$ cat config.mk
export PLATFORM = sky130hd
export DESIGN_NAME = demux_stream_param_module
export DESIGN_NICKNAME = d
export VERILOG_FILES = /design/src/rtl/demux_stream_param_module.sv
export SDC_FILE = /design/constraint.sdc
export NUM_CORES = 1
export LEC_CHECK = 0
export CAP_MARGIN = 10
export CORE_MARGIN = 3
export CORE_UTILIZATION = 39
export CTS_CLUSTER_SIZE = 8
export DETAILED_ROUTE_END_ITERATION = 7
export PLACE_DENSITY = 0.81
export SYNTH_ARGS = -nofsm -noshare
export SYNTH_HDL_FRONTEND = slang
export SYNTH_SLANG_ARGS = --single-unit
$ cat constraint.sdc
create_clock -name clk -period 2.3 [get_ports clk]
set_input_delay 0.46 -clock clk [delete_from_list [all_inputs] [get_ports clk]]
set_output_delay 0.46 -clock clk [all_outputs]
set_load 0.02 [all_outputs]
$ cat src/rtl/demux_stream_param_module.sv
// rtl/demux_stream_param_module.sv - registered 1-to-N stream demultiplexer with per-channel holding registers
// Out-of-range selects are accepted and discarded, flagged by a sticky err and a saturating drop count.
module demux_stream_param_module #(
  parameter int WIDTH = 2,
  parameter int N_OUT = 4,
  parameter int SEL_W = $clog2(N_OUT),
  parameter int CNT_W = 8
) (
  input  logic                   clk,
  input  logic                   rst,
  input  logic [WIDTH-1:0]       in_data,
  input  logic [SEL_W-1:0]       in_sel,
  input  logic                   in_valid,
  output logic                   in_ready,
  output logic [N_OUT*WIDTH-1:0] out_data,
  output logic [N_OUT-1:0]       out_valid,
  input  logic [N_OUT-1:0]       out_ready,
  output logic                   err,
  output logic [CNT_W-1:0]       drop_cnt
);

  // One extra bit so N_OUT itself is representable when it equals 2^SEL_W.
  localparam logic [SEL_W:0] N_OUT_W = (SEL_W + 1)'(N_OUT);

  logic [N_OUT-1:0][WIDTH-1:0] data_q, data_d;
  logic [N_OUT-1:0]            valid_q, valid_d;
  logic                        err_q, err_d;
  logic [CNT_W-1:0]            drop_q, drop_d;

  logic [N_OUT-1:0] sel_hit;
  logic             in_range;
  logic             accept;

  always_comb begin
    sel_hit = '0;
    for (int k = 0; k < N_OUT; k++) begin
      sel_hit[k] = (in_sel == SEL_W'(k));
    end
  end

  assign in_range = ({1'b0, in_sel} < N_OUT_W);
  // A FULL channel can take a new word only when its consumer drains it in the same cycle.
  assign in_ready = !in_range || (|(sel_hit & (~valid_q | out_ready)));
  assign accept   = in_valid && in_ready;

  always_comb begin
    valid_d = valid_q & ~out_ready;
    data_d  = data_q;
    err_d   = err_q;
    drop_d  = drop_q;
    for (int k = 0; k < N_OUT; k++) begin
      if (accept && sel_hit[k]) begin
        valid_d[k] = 1'b1;
        data_d[k]  = in_data;
      end
    end
    if (accept && !in_range) begin
      err_d = 1'b1;
      if (drop_q != {CNT_W{1'b1}}) begin
        drop_d = drop_q + CNT_W'(1);
      end
    end
  end

  always_ff @(posedge clk) begin
    if (rst) begin
      data_q  <= '0;
      valid_q <= '0;
      err_q   <= 1'b0;
      drop_q  <= '0;
    end else begin
      data_q  <= data_d;
      valid_q <= valid_d;
      err_q   <= err_d;
      drop_q  <= drop_d;
    end
  end

  assign out_data  = data_q;
  assign out_valid = valid_q;
  assign err       = err_q;
  assign drop_cnt  = drop_q;

endmodule

==> flow_summary_export.csv <==
group,metric,value,unit
cells_and_area,stdcell_count,101,
routing,vias_per_cell,4.72,
routing,ant_nets,0,
cells_and_area,layout-area-overhead-vs-synth,48.0,%
placed_design,gp_congestion,0.724,
timing,fin_skew,1.83,ps
cts,path_clk_slew,80,ps
floorplanning,core_area,0.00137,sq mm
routing,drt_wl_total,1230,um
routing,drc,0,
power,ir_worst_vdd,378,uV
synth,synthTopCellsByArea,"dfxtp_1, nand2b_1, mux2i_1, buf_4, nor4b_4",
synth,yosys_most_used_dff,"dfxtp_1",
floorplanning,dieArea,0.00202,sq mm
synth,synth_edf_count,0,
power,p_leak,0.365,nW
cells_and_area,antenna_cells,0,
cts,tritoncts,"built",
synth,synth_most_common_cell,"nand2b_1",
timing,fin_ws,180,ps
placed_design,dp_slack,-215,ps
cts,clock-root-buffer,"clkbuf_4",
timing,min_period_over_period,92.2,%
timing,rsz0062_at_grt,"false",
global_routing,overflow,0,
cts,cts.sinks,12,
timing,maxSlewViolCount,0,
run_status,status,"completed",
synth,syn-instance-count,55,
floorplanning,ioPinCount,33,
floorplanning,rows,13,
synth,synth_common_cells,"nand2b_1, dfxtp_1, buf_4, mux2i_1, a21oi_1",
power,total_power,0.479,mW
timing,fmax,472,MHz
setup_path,crit_type,"in -> out",
setup_path,startpoint_type,"input port",
timing,finalCriticalPeriod,2120,ps
setup_path,arrival,1660,ps
cts,htree_levels,1,
synth,yosysSeqAreaShare,40.6,%
synth,syn_area,592,sq um
synth,syn_area_per_cell,10.8,sq um
synth,ys_ff_latch,12,
cells_and_area,layout-drive-gt1-share,17.4,%
setup_path,path_buf_inv,2,
setup_path,cpPeakStageDelay,480,ps
setup_path,ff2ff_setup_slack,1260,ps
synth,synthDistinctLibCells,13,
global_routing,grt_usage,14.1,%
placed_design,hpwl,947,um
floorplanning,dieWidth,45.0,um
cts,cts_setup_buffers,0,
synth,ys_warn_count,0,
placed_design,placedCellCount,97,
min_path,hp-class,"reg -> reg",
cts,hold_buffers,0,
global_routing,grt_max_degree,15,
cts,numCtsBuffers,3,
global_routing,antenna_found_initial,0,
setup_path,worst_ep_required_time,1840,ps
setup_path,cp_slowest_cell,"mux4_2",
floorplanning,start_util,43.3,%
routing,post_drt_wl_per_cell,12.2,um
synth,synth_largest_area_cell,"dfxtp_1",
synth,synth_top_family_by_area,"simple AND/OR/NAND/NOR gates",
timing,hold_viol,0,
synth,synth-compound-area-share,4.23,%
cells_and_area,utilization,64.1,%
cts,clockBufferDepth,2,
routing,vias,477,
global_routing,grt_pass1_vias,510,
cts,clk_latency,270,ps
flow_run,max-cap-violations,0,
placed_design,io_buffers,23,
floorplanning,die_h,45.0,um
routing,drt_first_pass_iters,4,
cells_and_area,nNetsFinal,98,
timing,setup_viol,0,
synth,yosysTopAreaCellShare,40.6,%
synth,synth_mux_area_share,17.3,%
setup_path,cpLargestDelayFamily,"buffers and inverters",
synth,yosys.area_share.simple,25.2,%
setup_path,worst_setup_path_end_kind,"output pin",
setup_path,crit_fanout,2,
global_routing,grt_pass1_wl,2090,um
setup_path,crit_path_cell_trace,"clkdlybuf4s50_1 -> nand2b_1 -> mux4_2 -> clkbuf_2",
synth,synthAdderAreaFrac,0,%
synth,synth-xor-area-share,0,%
power,powerDensity,547,mW/mm^2
cells_and_area,fillers,120,
routing,first_iter_violations,5,
synth,async_flop_share,0,%
## through the flow
| stage | TNS, ps | area [sq um] | hold WS, ps |
|---|---|---|---|
| after floorplan | 0 | 622 | 546 |
| after global placement | -178 | 845 | 464 |
| after detailed placement | -215 | 845 | 470 |
| after CTS | 0 | 880 | 489 |
| after global routing | 0 | 876 | 507 |
| final | 0 | 876 | 486 |
## tightest hold or removal path: stages (launching register included)
cell      delay (ps)
dfxtp_1          320
nand2b_1          70
mux2i_1           60
## sequential cells by signal (all words and copies together) (netlist names)
signal     flops
out_data       8
out_valid      4
## area by class of cell
cell class | instances | area [sq um] | area share, %
Clock buffer | 4 | 36.3 | 4.14
Tap cell | 15 | 18.8 | 2.14
Multi-Input combinational cell | 41 | 310 | 35.4
Sequential cell | 12 | 240 | 27.4
Timing Repair Buffer | 29 | 270 | 30.9
## layout by cell type (no fill, tap or decap), types with 2 or more instances in the layout
cell type	synthesis	routed
dfxtp_1	12	12
clkdlybuf4s50_1	0	22
conb_1	1	9
mux2i_1	8	8
buf_4	9	6
clkbuf_4	0	3
nand2b_1	14	14
nand4b_1	2	2
a21oi_1	3	3
## cells by family after synthesis
kind of cell,Yosys count
and+or+nand+nor,19
DFF,12
buffers and inverters,10
muxes,9
AOI/OAI and AO/OA,4
other,1
## repair_timing
| action | 4_1_cts | 5_1_grt |
|---|---|---|
| cloned | 0 | 0 |
| gates resized for setup | 1 | 2 |
| endpoints found under the hold margin | 0 | 0 |
| endpoints found under the setup margin | 1 | 1 |
## per-layer routing
metal | part of all wire (%) | vias to the layer above | track usage (%)
met4 | 0.65 | 0 | 5.26
met3 | 10 | 2 | 4.38
li1 | - | 231 | -
met5 | 0 | - | 0
met1 | 41 | 217 | 15.4
met2 | 48 | 27 | 25.1
## report_power, final
group	internal, mW	leakage [nW]	switching (mW)	total [mW]
clock	0.0962	0.0210	0.0718	0.168
sequential	0.215	0.0976	0.00401	0.219
combinational	0.0467	0.246	0.0451	0.0919
total	0.358	0.365	0.121	0.479
## path summary, 6_finish.rpt
kind                startpoint           to  depth (start not counted)
hold / removal     out_data[3]  out_data[3]                          2
hold reg to reg    out_data[3]  out_data[3]                          2
setup reg to reg  out_valid[0]  out_data[0]                          3
setup / recovery  out_ready[3]     in_ready                          4
Power figures use the tool's default switching activity.
